--- src/rtl/mtr_pwm_if.sv ---
// Signal bundle between the balance controller / test driver and the H-bridge PWM back end.
// The master drives speed, direction and enable; the slave returns the bridge legs and sync.
interface mtr_pwm_if;
    logic        pwr_up;
    logic [10:0] lft_spd;
    logic        lft_rev;
    logic [10:0] rght_spd;
    logic        rght_rev;
    logic        PWM_frwrd_lft;
    logic        PWM_rev_lft;
    logic        PWM_frwrd_rght;
    logic        PWM_rev_rght;
    logic        pwm_synch;

    modport master (
        output pwr_up, lft_spd, lft_rev, rght_spd, rght_rev,
        input  PWM_frwrd_lft, PWM_rev_lft, PWM_frwrd_rght, PWM_rev_rght, pwm_synch
    );

    modport slave (
        input  pwr_up, lft_spd, lft_rev, rght_spd, rght_rev,
        output PWM_frwrd_lft, PWM_rev_lft, PWM_frwrd_rght, PWM_rev_rght, pwm_synch
    );
endinterface

--- src/rtl/mtr_pwm_drv.sv ---
// Dual-channel H-bridge PWM generator: 2048-clk period, duty/direction double-buffered at the
// period boundary, with forced all-off gap periods whenever a channel reverses direction.
module mtr_pwm_drv #(
    parameter int unsigned GAP_PERIODS = 1
) (
    input logic      clk,
    input logic      rst,
    mtr_pwm_if.slave pwm
);
    localparam logic [2:0] GapLoad = 3'(GAP_PERIODS - 1);

    // Index 0 is the left motor, index 1 the right motor.
    logic [10:0]      cnt_q;
    logic [1:0][10:0] duty_q, duty_d;
    logic [1:0]       dir_q, dir_d;
    logic [1:0][2:0]  gap_q, gap_d;
    logic [1:0]       fwd_q, fwd_d;
    logic [1:0]       rev_q, rev_d;
    logic             synch_q;

    logic [1:0][10:0] spd_in;
    logic [1:0]       rev_in;
    logic             latch;

    assign spd_in = {pwm.rght_spd, pwm.lft_spd};
    assign rev_in = {pwm.rght_rev, pwm.lft_rev};
    assign latch  = (cnt_q == 11'd2047);

    always_comb begin
        duty_d = duty_q;
        dir_d  = dir_q;
        gap_d  = gap_q;
        if (latch) begin
            for (int m = 0; m < 2; m++) begin
                if (gap_q[m] != 3'd0) begin
                    gap_d[m]  = gap_q[m] - 3'd1;
                    duty_d[m] = '0;
                end else if (!pwm.pwr_up) begin
                    duty_d[m] = '0;
                end else if (rev_in[m] != dir_q[m]) begin
                    // Reversal: adopt the new direction but hold the bridge off first.
                    dir_d[m]  = rev_in[m];
                    duty_d[m] = '0;
                    gap_d[m]  = GapLoad;
                end else begin
                    duty_d[m] = spd_in[m];
                end
            end
        end
    end

    always_comb begin
        fwd_d = '0;
        rev_d = '0;
        for (int m = 0; m < 2; m++) begin
            fwd_d[m] = (cnt_q < duty_q[m]) && pwm.pwr_up && !dir_q[m];
            rev_d[m] = (cnt_q < duty_q[m]) && pwm.pwr_up && dir_q[m];
        end
    end

    always_ff @(posedge clk) begin
        if (rst) begin
            cnt_q   <= '0;
            duty_q  <= '0;
            dir_q   <= '0;
            gap_q   <= '0;
            fwd_q   <= '0;
            rev_q   <= '0;
            synch_q <= 1'b0;
        end else begin
            cnt_q   <= cnt_q + 11'd1;
            duty_q  <= duty_d;
            dir_q   <= dir_d;
            gap_q   <= gap_d;
            fwd_q   <= fwd_d;
            rev_q   <= rev_d;
            synch_q <= (cnt_q == 11'd0);
        end
    end

    assign pwm.PWM_frwrd_lft  = fwd_q[0];
    assign pwm.PWM_rev_lft    = rev_q[0];
    assign pwm.PWM_frwrd_rght = fwd_q[1];
    assign pwm.PWM_rev_rght   = rev_q[1];
    assign pwm.pwm_synch      = synch_q;
endmodule
--- src/flat_wrapper.sv ---
// flat-port wrapper written by rule: the top's interface ports become plain ports
module mtr_pwm_drv_flat 
#(
    parameter int unsigned GAP_PERIODS = 1
)
  (clk, rst, pwm_pwr_up, pwm_lft_spd, pwm_lft_rev, pwm_rght_spd, pwm_rght_rev, pwm_PWM_frwrd_lft, pwm_PWM_rev_lft, pwm_PWM_frwrd_rght, pwm_PWM_rev_rght, pwm_pwm_synch);
  mtr_pwm_if pwm_i ();
  input logic clk;
  input logic rst;
  input wire logic [$bits(pwm_i.pwr_up)-1:0] pwm_pwr_up;
  input wire logic [$bits(pwm_i.lft_spd)-1:0] pwm_lft_spd;
  input wire logic [$bits(pwm_i.lft_rev)-1:0] pwm_lft_rev;
  input wire logic [$bits(pwm_i.rght_spd)-1:0] pwm_rght_spd;
  input wire logic [$bits(pwm_i.rght_rev)-1:0] pwm_rght_rev;
  output wire logic [$bits(pwm_i.PWM_frwrd_lft)-1:0] pwm_PWM_frwrd_lft;
  output wire logic [$bits(pwm_i.PWM_rev_lft)-1:0] pwm_PWM_rev_lft;
  output wire logic [$bits(pwm_i.PWM_frwrd_rght)-1:0] pwm_PWM_frwrd_rght;
  output wire logic [$bits(pwm_i.PWM_rev_rght)-1:0] pwm_PWM_rev_rght;
  output wire logic [$bits(pwm_i.pwm_synch)-1:0] pwm_pwm_synch;
  assign pwm_i.pwr_up = pwm_pwr_up;
  assign pwm_i.lft_spd = pwm_lft_spd;
  assign pwm_i.lft_rev = pwm_lft_rev;
  assign pwm_i.rght_spd = pwm_rght_spd;
  assign pwm_i.rght_rev = pwm_rght_rev;
  assign pwm_PWM_frwrd_lft = pwm_i.PWM_frwrd_lft;
  assign pwm_PWM_rev_lft = pwm_i.PWM_rev_lft;
  assign pwm_PWM_frwrd_rght = pwm_i.PWM_frwrd_rght;
  assign pwm_PWM_rev_rght = pwm_i.PWM_rev_rght;
  assign pwm_pwm_synch = pwm_i.pwm_synch;
  mtr_pwm_drv #(.GAP_PERIODS(GAP_PERIODS)) u_core (.clk(clk), .rst(rst), .pwm(pwm_i));
endmodule
--- config.mk ---
export PLATFORM = sky130hd
export DESIGN_NAME = mtr_pwm_drv_flat
export DESIGN_NICKNAME = d
export VERILOG_FILES = /design/src/rtl/mtr_pwm_if.sv /design/src/rtl/mtr_pwm_drv.sv /design/src/flat_wrapper.sv
export SDC_FILE = /design/constraint.sdc
export NUM_CORES = 1
export LEC_CHECK = 0
export ABC_AREA = 0
export CORE_MARGIN = 2
export CORE_UTILIZATION = 30
export CTS_BUF_LIST = sky130_fd_sc_hd__clkbuf_8
export CTS_CLUSTER_SIZE = 25
export DETAILED_ROUTE_END_ITERATION = 8
export SLEW_MARGIN = 20
export SYNTH_ARGS = -nofsm -noshare
export SYNTH_HDL_FRONTEND = slang
export SYNTH_SLANG_ARGS = --single-unit
export TNS_END_PERCENT = 50
--- constraint.sdc ---
create_clock -name clk -period 2 [get_ports clk]
set_input_delay 0.3 -clock clk [delete_from_list [all_inputs] [get_ports clk]]
set_output_delay 0.3 -clock clk [all_outputs]
set_load 0.005 [all_outputs]
## Word-level counts from Yosys, hierarchy flattened

Cells that the tools add are included.

| storage, ports and cells | value |
|---|---|
| input port bits | 27 |
| register bits | 46 |
| logic and storage cells | 51 |

| operators by class | value |
|---|---|
| reduce and logical (&&, ||, !) cells | 19 |
| multiplexer cells | 12 |
| $lt $le $gt $ge | 2 |
| $add $sub $neg | 3 |
| bitwise gates (word level) | 2 |
| eq/ne operators | 3 |

Operators by type and width:

| kind | number |
|---|---|
| 2-to-1 mux 11 bit | 6 |
| less-than comparator 11 bit | 2 |
| 2-to-1 mux 3 bit | 6 |
| adder 11 x 1 -> 11 bit, second input constant | 1 |
| == test 11 bit, second input constant | 1 |
| logical NOT 11 bit | 1 |
| AND reduction 4 bit | 2 |
| nonzero test 2 bit | 4 |
| logical AND 1 bit | 6 |
| AND reduction 3 bit | 2 |
| nonzero test 3 bit | 2 |
| subtractor 3 x 1 -> 3 bit, second input constant | 2 |
| logical NOT 1 bit | 2 |
| inequality test 1 bit | 2 |
| NOT 1 bit | 2 |

## Depth between registers and ports, before layout

| depth | value |
|---|---|
| word-level depth | 4 |
| depth in mapped cells | 7 |

## Least setup slack after synthesis

OpenSTA, ideal clock, no wires.

| timing path | value |
|---|---|
| kind | register to register |
| start point | reg u_core.cnt_q[1] |
| end point | reg u_core.gap_q[4] in the netlist's numbering |
| setup slack | 0.012 ns |
| period minus slack after synthesis | 1.988 ns |
| stages on the path, launching flop included | 7 |
| data required time | 1.930 ns |
| setup time | 0.070 ns |
| arrival time | 1.919 ns |
| path buffers | 1 |
| path through | dfxtp_1 > ha_1 > nand4_4 > or3_4 > buf_6 > or4_1 > a21oi_1 |

| between the ends | value |
|---|---|
| word-level cells in the longest chain between the ends | 2 |

Ends and longest elaborated chain:

| item | line | RTL |
|---|---|---|
| from (decl) | mtr_pwm_drv.sv:13 | `logic [10:0] cnt_q;` |
| from (signal assigned) | mtr_pwm_drv.sv:71 | `cnt_q <= cnt_q + 11'd1;` |
| == test 11 bit | mtr_pwm_drv.sv:27 | `assign latch = (cnt_q == 11'd2047);` |
| AND reduction 3 bit (no source line) | n/a |  |
| to (signal assigned) | mtr_pwm_drv.sv:74 | `gap_q <= gap_d;` |
| to (decl) | mtr_pwm_drv.sv:16 | `logic [1:0][2:0] gap_q, gap_d;` |

Every way passes these cells.
A chain may end at the register's enable or synchronous reset.

## Worst setup path after layout

| timing path | value |
|---|---|
| start point | reg u_core.cnt_q[0] |
| end point | reg u_core.gap_q[1] in the netlist's numbering |

The elaborated chain is that of the path after synthesis.

==> run_results.csv <==
group,metric,value,unit
synth,synthesis.nets,293,
worst_setup_path,worstReg2RegEnd,"u_core.gap_q[1]$_SDFFE_PP0P_",
place,place.gp.congestion,0.773,
die,start_util,0.311,
worst_setup_path,path_class,"flop to flop",
final_layout,design_area,2940,sq um
clock_network,cts_htree_levels,2,
global_route,grt.total_usage,0.121,
sta,tightestPinTransition,0.423,ns
clock_network,clock_latency,0.31,ns
final_layout,drive_gt1_frac,0.133,
detailed_routing,num_vias,1877,
worst_setup_path,cp-start-kind,"flop",
worst_setup_path,worstPathRequired,2.24,ns
detailed_routing,drt_wl_total,4990,um
min_path,worstHoldPathCells,2,
final_layout,layout-area-overhead-vs-synth,29.5,%
place,place_area,2810,sq um
die,coreArea,7290,sq um
synth,synth-seq-area-share,0.406,
synth,syn_inst,240,
synth,synth_top_cell_area_share,0.406,
outcome,outcome,"finished clean",
final_layout,layout_commonest_cell,"dfxtp_1",
synth,synth_top_area_cell,"dfxtp_1",
sta,slew_violations,0,
min_path,worst_hold_path_type,"flop to flop",
die,ios,32,
sta,max_freq,531,MHz
detailed_routing,vias_per_cell,4.79,
detailed_routing,drtAntennaViolNets,0,
final_layout,diodes,0,
worst_setup_path,arrival,2.13,ns
place,numPortBuffers,31,
worst_setup_path,cp_max_fo,13,
sta,rsz0062_at_grt,"no",
clock_network,clock_sinks,46,
min_path,hold_end,"u_core.gap_q[4]$_SDFFE_PP0P_",
synth,syn_area,2270,sq um
clock_network,postCtsSetupBuffers,0,
min_path,min_from,"u_core.gap_q[4]$_SDFFE_PP0P_",
clock_network,root_buffer,"clkbuf_8",
clock_network,cts_tree,"built",
detailed_routing,drc,0,
place,hpwl,3670,um
detailed_routing,drtPass1Iterations,4,
die,chipHeight,91.0,um
sta,setup_tns,0,ns
worst_setup_path,r2r_cells,5,
final_layout,most-common-layout-cells,"dfxtp_1 (46), clkdlybuf4s50_1 (31), inv_1 (29)",
sta,fin_crit_sh,0.942,
die,die_area,8280,sq um
clock_network,cts_buffers,5,
sta,slew_headroom,0.716,
global_route,grt_pass1_vias,1786,
global_route,antenna_found_initial,0,
synth,ys_ff_latch,46,
detailed_routing,routedWlPerCell,12.7,um
pwr,p_leak,1.16,nW
pwr,ir_worst_vdd,0.219,mV
die,num_rows,31,
global_route,grt_max_degree,22,
clock_network,cts_buffer_depth,2,
job,cap_violations,0,
worst_setup_path,timing.rr.start,"u_core.cnt_q[0]$_SDFF_PP0_",
detailed_routing,drtIter0Drc,72,
clock_network,path_clk_slew,0.10,ns
global_route,grt_pass1_wl,8250,um
die,die_x,91.0,um
synth,synth_area_leaders,"dfxtp_1 (41%), ha_1 (14%), a22o_1 (8.5%), inv_1 (4.8%), a21oi_1 (4.0%)",
synth,syn-mean-instance-area,9.46,sq um
worst_setup_path,r2r_slack,0.12,ns
sta,setup_viol,0,
synth,yosys_warnings,0,
synth,ys_types,33,
sta,fin_skew,0.0128,ns
worst_setup_path,critPathCaptureType,"flop",
final_layout,nFillCells,763,
sta,hold_viol_final,0,
pwr,power.density,573,nW/um^2
global_route,grt_overflow,0,
final_layout,final_nets,345,
sta,period_needed,1.88,ns
-- worst max-delay path by stage --
stage                                     startpoint  slack (ns)  depth (start not counted)                             end
after floorplan           u_core.cnt_q[1]$_SDFF_PP0_        0.01                          6    u_core.gap_q[4]$_SDFFE_PP0P_
after global placement                    pwm_pwr_up        0.07                          5   u_core.duty_q[0]$_SDFFE_PP0N_
after detailed placement  u_core.cnt_q[0]$_SDFF_PP0_         0.1                          6  u_core.duty_q[10]$_SDFFE_PP0N_
after CTS                 u_core.cnt_q[0]$_SDFF_PP0_        0.06                          6  u_core.duty_q[10]$_SDFFE_PP0N_
after global routing      u_core.cnt_q[0]$_SDFF_PP0_        0.02                          6  u_core.duty_q[11]$_SDFFE_PP0N_
final                     u_core.cnt_q[0]$_SDFF_PP0_        0.12                          5    u_core.gap_q[1]$_SDFFE_PP0P_
-- cell usage after synthesis (all sizes together) --
| master | number |
|---|---|
| nand3 | 8 |
| nand2b | 4 |
| or2 | 2 |
| nand2 | 5 |
| mux2i | 1 |
| a211oi | 4 |
| dfxtp | 46 |
| ha | 26 |
| a22o | 22 |
| buf | 4 |
| nor4b | 2 |
| o31ai | 2 |
| or3 | 4 |
| nor4 | 7 |
| xnor2 | 4 |
| or2b | 1 |
| nand4 | 9 |
| o21ai | 8 |
| nor2 | 12 |
| clkbuf | 3 |
| inv | 29 |
| nand3b | 2 |
| and4 | 2 |
| or4 | 2 |
| nor2b | 2 |
| a21oi | 18 |
| xor2 | 6 |
| a21o | 2 |
| nor3 | 2 |
| and3 | 1 |
-- layer usage --
metal	vias to the layer above	wire [um]	track usage
met5	-	0	0
met1	882	2440	0.158
li1	962	-	-
met3	7	164	0.0299
met4	0	53	0.0341
met2	26	2330	0.198
-- area by class of cell --
cell class | instances | area [sq um] | share of cell area
Timing Repair Buffer | 52 | 463 | 0.157
Tap cell | 99 | 124 | 0.0421
Clock inverter | 3 | 25.0 | 0.00851
Sequential cell | 46 | 921 | 0.313
Clock buffer | 5 | 68.8 | 0.0234
Multi-Input combinational cell | 158 | 1230 | 0.418
Inverter | 29 | 109 | 0.0370
-- metrics by stage --
stage | instances | worst slack [ns] | total power [mW] | hold WS (ns) | util
2_1_floorplan | 240 | 0.0116 | 1.01 | 0.426 | -
3_3_place_gp | 382 | 0.0748 | 1.10 | 0.462 | 0.385
3_5_place_dp | 382 | 0.0953 | 1.10 | 0.464 | 0.385
4_1_cts | 390 | 0.0601 | 1.70 | 0.484 | 0.398
5_1_grt | 392 | 0.0180 | 1.75 | 0.492 | 0.403
6_report | 392 | 0.116 | 1.68 | 0.482 | 0.403
-- worst max-delay path: stages, from the launching register on --
cell	delay [ns]
dfxtp_1	0.35
ha_2	0.23
nand4_4	0.08
or3_4	0.48
or4_1	0.52
a21oi_1	0.14
-- state kept, by name, indices dropped and copies added (netlist names) --
name / flops
u_core.cnt_q: 11
u_core.dir_q: 2
u_core.duty_q: 22
u_core.fwd_q: 2
u_core.gap_q: 6
u_core.pwm.pwm_synch: 1
u_core.rev_q: 2
-- where the power goes --
part	total [mW]	internal, mW	switching (mW)
registers	0.929	0.925	0.00455
clock network	0.603	0.253	0.350
logic	0.152	0.0864	0.0655
-- cell families after synthesis --
group | after synthesis | synth area share
AOI/OAI and AO/OA | 56 | 0.169
xor gates and xnor gates | 10 | 0.0386
adders and majority gates | 26 | 0.143
buffers and inverters | 36 | 0.0672
DFF | 46 | 0.406
muxes | 1 | 0.00441
and+or+nand+nor | 65 | 0.172
-- repair_timing --
action,CTS,global route
hold buffers,0,0
resized for setup,0,7
endpoints found under the setup margin,0,21
No activity file was read; power rests on OpenSTA's default activity.
